===== src/rtl/ccg_resp_compactor.sv =====
// ccg_resp_compactor
// Folds CUT response vectors into a MISR, one vector per valid/ready handshake.
// After num_patterns vectors it holds the final signature and a pass/fail
// verdict against exp_sig.
//
// Ports:
//   clk, rst      rising-edge clock, synchronous active-high reset
//   start         begin a run (honoured in IDLE and DONE only)
//   abort         return to IDLE from any state, no verdict
//   num_patterns  vectors per run, latched on accepted start
//   exp_sig       expected signature, latched on accepted start
//   resp_valid    resp carries a CUT output vector
//   resp          CUT output vector, f1 at bit 0
//   resp_ready    vector accepted this cycle (CAPTURE only)
//   busy          run in progress
//   done          run complete, sig final
//   pass          final sig matched exp_sig, meaningful while done=1
//   sig           current MISR contents
module ccg_resp_compactor #(
  parameter int               RESP_W = 26,
  parameter int               SIG_W  = 32,
  parameter logic [SIG_W-1:0] POLY   = 32'h04C11DB7,
  parameter logic [SIG_W-1:0] SEED   = 32'h00000000,
  parameter int               CNT_W  = 16
) (
  input  logic              clk,
  input  logic              rst,
  input  logic              start,
  input  logic              abort,
  input  logic [CNT_W-1:0]  num_patterns,
  input  logic [SIG_W-1:0]  exp_sig,
  input  logic              resp_valid,
  input  logic [RESP_W-1:0] resp,
  output logic              resp_ready,
  output logic              busy,
  output logic              done,
  output logic              pass,
  output logic [SIG_W-1:0]  sig
);

  typedef enum logic [1:0] {IDLE, CAPTURE, DONE} state_t;

  state_t             state, state_nxt;
  logic [CNT_W-1:0]   cnt, num_q;
  logic [SIG_W-1:0]   exp_q;
  logic [SIG_W-1:0]   resp_ext;
  logic [SIG_W-1:0]   sig_step;
  logic               xfer, last;

  // Zero-extend without a replication that would be zero-width when RESP_W == SIG_W.
  always_comb begin
    resp_ext               = '0;
    resp_ext[RESP_W-1:0]   = resp;
  end

  assign sig_step = {sig[SIG_W-2:0], 1'b0} ^ (sig[SIG_W-1] ? POLY : '0) ^ resp_ext;
  // abort wins over a same-cycle transfer, so it must not count as one.
  assign xfer     = (state == CAPTURE) && resp_valid && !abort;
  // num_q is never 0 in CAPTURE, so the decrement cannot underflow here.
  assign last     = (cnt == num_q - CNT_W'(1));

  always_ff @(posedge clk) begin
    if (rst) state <= IDLE;
    else     state <= state_nxt;
  end

  always_comb begin
    state_nxt  = state;
    resp_ready = 1'b0;
    busy       = 1'b0;
    done       = 1'b0;
    case (state)
      IDLE, DONE: begin
        done = (state == DONE);
        if (start) state_nxt = (num_patterns == '0) ? DONE : CAPTURE;
      end
      CAPTURE: begin
        resp_ready = 1'b1;
        busy       = 1'b1;
        if (xfer && last) state_nxt = DONE;
      end
      default: state_nxt = IDLE;
    endcase
    if (abort) state_nxt = IDLE;
  end

  always_ff @(posedge clk) begin
    if (rst) begin
      sig   <= SEED;
      cnt   <= '0;
      num_q <= '0;
      exp_q <= '0;
      pass  <= 1'b0;
    end else if (abort) begin
      pass  <= 1'b0;
    end else begin
      case (state)
        IDLE, DONE: begin
          if (start) begin
            num_q <= num_patterns;
            exp_q <= exp_sig;
            sig   <= SEED;
            cnt   <= '0;
            // A zero-length run finishes immediately on the seed.
            pass  <= (num_patterns == '0) && (SEED == exp_sig);
          end
        end
        CAPTURE: begin
          if (xfer) begin
            sig <= sig_step;
            cnt <= cnt + CNT_W'(1);
            if (last) pass <= (sig_step == exp_q);
          end
        end
        default: ;
      endcase
    end
  end

endmodule


===== config.mk =====
export PLATFORM = sky130hd
export DESIGN_NAME = ccg_resp_compactor
export DESIGN_NICKNAME = d
export VERILOG_FILES = /design/src/rtl/ccg_resp_compactor.sv
export SDC_FILE = /design/constraint.sdc
export NUM_CORES = 1
export LEC_CHECK = 0
export CAP_MARGIN = 30
export CELL_PAD_IN_SITES_DETAIL_PLACEMENT = 0
export CELL_PAD_IN_SITES_GLOBAL_PLACEMENT = 2
export CORE_MARGIN = 1.5
export CORE_UTILIZATION = 31
export DETAILED_ROUTE_END_ITERATION = 10
export GPL_ROUTABILITY_DRIVEN = 0
export PLACE_DENSITY_LB_ADDON = 0.25
export SYNTH_ARGS = -nofsm -noshare
export SYNTH_HDL_FRONTEND = slang
export SYNTH_SLANG_ARGS = --single-unit

===== constraint.sdc =====
create_clock -name clk -period 7.9 [get_ports clk]
set_input_delay 1.185 -clock clk [delete_from_list [all_inputs] [get_ports clk]]
set_output_delay 1.185 -clock clk [all_outputs]
set_load 0.01 [all_outputs]

==> metrics.cfg, run 1 <==
[clocking]
cts_tree=yes
cts_buffers=9
ctsResizeCount=0
clock_path_buffers=2
postCtsSetupBuffers=0
ctsHoldBuffers=0
clockRootBuffer=clkbuf_16
htree_num_levels=3
clk-insertion-delay-late_ns=0.35
cts_num_sinks=99
clk_pin_slew_ns=0.07

[power_and_ir_drop]
ir_drop_uv=115
seq_power_share_pct=43.6
internal_power_mw=0.913
power.share.switching_pct=26.5
power_density_mw_per_mm2=186
power.leakage_nw=2.38
power_switching_mw=0.330
clkPwrFrac_pct=39.1
combPwrFrac_pct=17.4

[global_routing]
grt_overflow=0
grt_pass1_wl_um=23300
grt_pass1_vias=4375
antenna_found_initial=0
grt_usage_pct=18.0
grt_max_degree=53

[route]
drc=0
vias_per_cell=4.84
antenna_left=0
vias=4540
drt_iter0_drc=248
wl_per_cell_um=15.8
dr.pass1.iters=4
totalWireLength_um=14800

[finish]
final_nets=798
nFillCells=1638
area_growth_syn_to_layout_pct=32.3
drive_gt1_share_pct=4.99
n_antenna_cell=0
multi_input_area_sq_mm=0.00290
fin_util_pct=42.0
seqCellArea_sq_mm=0.00198

[flow_run]
maxCapViolations=0

[setup_path]
start_kind=primary input
crit_slowest_cell=nand2b_1
cp-end-kind=flop
crit_family=buffers and inverters
critPathKind=primary input to flop
crit_path_max_incr_delay_ns=0.73
cp.required_ns=8.16
crit_chain=clkdlybuf4s50_1 > nand2b_1 > buf_4 > nand2b_1 > buf_4 > a211oi_1
cp_max_fo=48
cp.arrival_ns=3.58
cp_num_buf_inv=3

[synth]
synth-main-ff-cell=dfxtp_1
avgSynthCellArea_sq_um=8.06
synth_common_cells=142 x nand2_1, 99 x dfxtp_1, 72 x a21oi_1
synth_cells=626
syn_area_sq_mm=0.00504
yosys_warnings=0
synth_top_area_share_pct=39.3
async_flop_share_pct=0
syn_nets=707
yosysTopAreaCell=dfxtp_1
synth.distinct_cells=55
yosys-top-cells-area=dfxtp_1 39%, xor2_1 11%, nand2_1 11%, a21oi_1 7.1%, xnor2_1 6.9%
synth_most_common_cell=nand2_1
yosys_register_bits=99
synth_edf_count=0
ys_seq_area_share_pct=39.3

[outcome]
status=finished clean

[timing]
tightest_slew_ns=0.916
whs_ns=0.470
slew-limit-headroom_pct=38.9
hold_violations=0
finalSetupViolCount=0
drv_slew=0
max_freq_mhz=301
layout_worst_path_cycle_share_pct=42.0
setup_tns_ns=0
skew_ns=0.00850
grt_setup_unrepaired=false
fin_crit_ns=3.32

[die]
row_count=46
io_pins=115
die_x_um=131
start_util_pct=31.8
fp.dieH_um=131
fp.dieArea_sq_mm=0.0170
fp.coreArea_sq_mm=0.0159

[placed_design]
port_buffers=114
hpwl_um=11300

[worst_hold_path]
hp-class=flop to flop

metrics by stage:
| step | worst slack, ns | cell area [sq um] | instances | power, mW |
|---|---|---|---|---|
| 6_report | 4.58 | 6670 | 938 | 1.24 |
| 3_5_place_dp | 4.19 | 6340 | 922 | 0.769 |
| 4_1_cts | 4.56 | 6670 | 938 | 1.26 |
| 3_3_place_gp | 4.26 | 6340 | 922 | 0.768 |
| 5_1_grt | 4.33 | 6670 | 938 | 1.30 |
| 2_1_floorplan | 5.23 | 5040 | 626 | 0.671 |
worst paths after layout:
path / startpoint / end / slack (ns) / cells past startpoint
min: exp_q[28]$_SDFFE_PP0P_ / exp_q[28]$_SDFFE_PP0P_ / 0.47 / 2
min reg2reg: exp_q[28]$_SDFFE_PP0P_ / exp_q[28]$_SDFFE_PP0P_ / 0.47 / 2
max: abort / sig[20]$_SDFFE_PP0P_ / 4.58 / 6
max reg2reg: num_q[0]$_SDFFE_PP0P_ / pass$_SDFFE_PP0P_ / 4.82 / 9
metal layers:
metal / track usage (%) / part of all wire, %
met5: 0 / 0
met4: 5.24 / 1.6
met3: 4.03 / 3.6
met2: 30.4 / 48
met1: 23.2 / 46
power by group through the flow:
stage / registers, mW / logic [mW] / clock network (mW)
2_1_floorplan: 0.550 / 0.121 / 0
3_3_place_gp: 0.553 / 0.215 / 0
3_5_place_dp: 0.553 / 0.216 / 0
4_1_cts: 0.542 / 0.217 / 0.499
5_1_grt: 0.545 / 0.237 / 0.517
6_report: 0.542 / 0.216 / 0.486
tightest hold or removal path, delay by kind of cell, from the launching register on:
kind	cells	cell delay, ns
AO/OA/AOI/OAI	1	0.05
flip-flops	1	0.32
AND/OR/NAND/NOR	1	0.05
flip-flops by register name, summed over array words and instances (netlist names):
| name | count |
|---|---|
| pass | 1 |
| cnt | 16 |
| num_q | 16 |
| sig | 32 |
| state | 2 |
| exp_q | 32 |
logic make-up (layout without fill, tap and decap cells):
| logic type | Yosys count | in the layout | share of synthesized area (%) |
|---|---|---|---|
| compound gates | 118 | 118 | 14.6 |
| simple gates | 259 | 259 | 23.9 |
| fa+ha+maj | 2 | 2 | 0.496 |
| flops | 99 | 99 | 39.3 |
| buf+inv | 43 | 139 | 3.42 |
| mux | 3 | 3 | 0.595 |
| xor+xnor | 102 | 102 | 17.7 |
layout make-up:
type / count / share of cell area (%)
Sequential cell: 99 / 29.7
Clock buffer: 11 / 3.64
Timing Repair Buffer: 119 / 17.6
Tap cell: 216 / 4.05
Multi-Input combinational cell: 484 / 43.5
Inverter: 4 / 0.225
Clock inverter: 5 / 1.28
cell usage in the layout, fill, tap and decap left out, types with 3 or more instances in the layout:
cell type          n
a211oi_1          15
a21oi_1           71
buf_4              5
clkbuf_16          9
clkdlybuf4s50_1  113
dfxtp_1           99
inv_1              4
mux2i_1            3
nand2_1          142
nand2b_1           5
nand3_1           11
nand3b_1           3
nand4_1           12
nor2_1            37
nor2b_1            4
nor3_1             8
nor4_1            15
o21ai_0            5
o31ai_1            3
or3_1              3
or4_1              4
xnor2_1           40
xor2_1            62
Note: power is estimated with default switching activity, not from simulation.
==> run 2: changes to the inputs <==
- CORE_UTILIZATION: 31 -> 26
- clock period: 7.9 -> 3.04 ns (I/O delays scaled with it)
==> metrics.cfg, run 2 (synthesis gave the netlist of run 1 again) <==
[setup_path]
crit_path_max_incr_delay_ns=0.49  ; -0.24 ns
cp.arrival_ns=3.08  ; -0.50 ns
crit_slowest_cell=or3b_2
crit_chain=inv_1 > ha_1 > or3b_2 > nor4_2 > mux2i_1 > a311oi_2 > nor4b_2 > o221ai_1 > o311a_1
start_kind=flop
cp.required_ns=3.28  ; -4.88 ns
cp-end-kind=flop
critPathKind=flop to flop
cp_max_fo=7  ; -85%

[clocking]
ctsResizeCount=0  ; unchanged
cts_tree=yes
clk_pin_slew_ns=0.07  ; about the same
postCtsSetupBuffers=0  ; unchanged
cts_num_sinks=99  ; unchanged
htree_num_levels=3  ; unchanged
clk-insertion-delay-late_ns=0.35  ; about the same
clock_path_buffers=2  ; unchanged
clockRootBuffer=clkbuf_16
cts_buffers=9  ; unchanged
ctsHoldBuffers=0  ; unchanged

[power_and_ir_drop]
ir_drop_uv=245  ; +110%
p_total_mw=3.28  ; +160%
power.leakage_nw=2.43  ; +2.2%
power_density_mw_per_mm2=481  ; +160%

[finish]
area_growth_syn_to_layout_pct=35.2
n_antenna_cell=0  ; unchanged
final_nets=806  ; +1.0%
layout_common_cells=142 x nand2_1, 113 x clkdlybuf4s50_1, 99 x dfxtp_1
fin_util_pct=36.1  ; -5.9 points
reg.largest.list=exp_q x32, sig x32
drive_gt1_share_pct=6.03  ; +1.0 points
nFillCells=2012  ; +23%
layout_commonest_cell=nand2_1

[route]
drc=0  ; unchanged
vias=4581  ; +0.90%
antenna_left=0  ; unchanged
totalWireLength_um=16000  ; +7.9%
wl_per_cell_um=16.1  ; +2.2%
drt_iter0_drc=275  ; +11%
vias_per_cell=4.63  ; -4.4%
dr.pass1.iters=4  ; unchanged

[worst_hold_path]
hp-class=flop to flop

[timing]
drv_slew=0  ; unchanged
finalSetupViolCount=0  ; unchanged
setup_tns_ns=0  ; unchanged
hold_violations=0  ; unchanged
max_freq_mhz=352
tightest_slew_ns=0.616  ; -0.300 ns
fin_crit_ns=2.84
grt_setup_unrepaired=false
skew_ns=0.00420  ; -0.00430 ns
slew-limit-headroom_pct=58.5  ; +20 points
whs_ns=0.467  ; -0.00333 ns
layout_worst_path_cycle_share_pct=93.5

[die]
die_x_um=142  ; +9.0%
fp.dieArea_sq_mm=0.0202  ; +19%
io_pins=115  ; unchanged
fp.dieH_um=142  ; +9.0%
fp.coreArea_sq_mm=0.0189  ; +19%
row_count=50  ; +8.7%
start_util_pct=26.7  ; -5.1 points

[global_routing]
grt_usage_pct=16.3  ; -1.8 points
grt_pass1_wl_um=25200  ; +8.1%
grt_pass1_vias=4543  ; +3.8%
antenna_found_initial=0  ; unchanged
grt_max_degree=52  ; -1.9%
grt_overflow=0  ; unchanged

[outcome]
status=finished clean

[placed_design]
port_buffers=114  ; unchanged
hpwl_um=12100  ; +7.2%

[flow_run]
maxCapViolations=0  ; unchanged

run 2: area by class of cell:
cell class,instances,area (sq um),share of cell area [%]
clock buffers,13,260,3.82
clock inverters,3,68.8,1.01
inverters,4,15.0,0.220
multi-input cells,484,2910,42.7
flip-flops and latches,99,1980,29.1
well taps,260,325,4.77
repair buffers,127,1260,18.5
run 2: layer usage:
metal,wire length [um],part of all wire (%),global-route usage [%],vias to the layer above
li1,-,-,-,2337
met1,7500,47,21.3,2140
met2,7590,48,26.9,85
met3,534,3.3,2.83,19
met4,328,2.1,5.91,0
met5,0,0,0,-
run 2: power by group:
group / internal, mW / total, mW / switching, mW
Clock: 0.771 / 1.29 / 0.517
Combinational: 0.289 / 0.587 / 0.298
Sequential: 1.35 / 1.41 / 0.0555
Total: 2.41 / 3.28 / 0.870
run 2: path summary, 6_finish.rpt:
kind,startpoint,end,slack [ns],cells past startpoint
worst max-delay path,num_q[0]$_SDFFE_PP0P_,pass$_SDFFE_PP0P_,0.20,9
worst min-delay path,exp_q[11]$_SDFFE_PP0P_,exp_q[11]$_SDFFE_PP0P_,0.47,2
worst max register to register,num_q[0]$_SDFFE_PP0P_,pass$_SDFFE_PP0P_,0.20,9
worst min register to register,exp_q[11]$_SDFFE_PP0P_,exp_q[11]$_SDFFE_PP0P_,0.47,2
run 2: critical path, delay by kind of cell (launching register included):
kind / cells / cell delay [ns]
adder cells (fa/ha/maj): 1 / 0.15
AND/OR/NAND/NOR: 3 / 1.40
multiplexers: 1 / 0.27
flip-flops: 1 / 0.37
AO/OA/AOI/OAI: 3 / 0.46
buffers and inverters: 1 / 0.08
run 2: stage by stage:
stage / cells / setup WS, ns / cell area [sq um]
after floorplan: 626 / 0.368 / 5040
after global placement: 974 / 0.308 / 6490
after detailed placement: 974 / 0.256 / 6490
after CTS: 990 / 0.225 / 6820
after global routing: 990 / 0.00370 / 6820
final: 990 / 0.198 / 6820
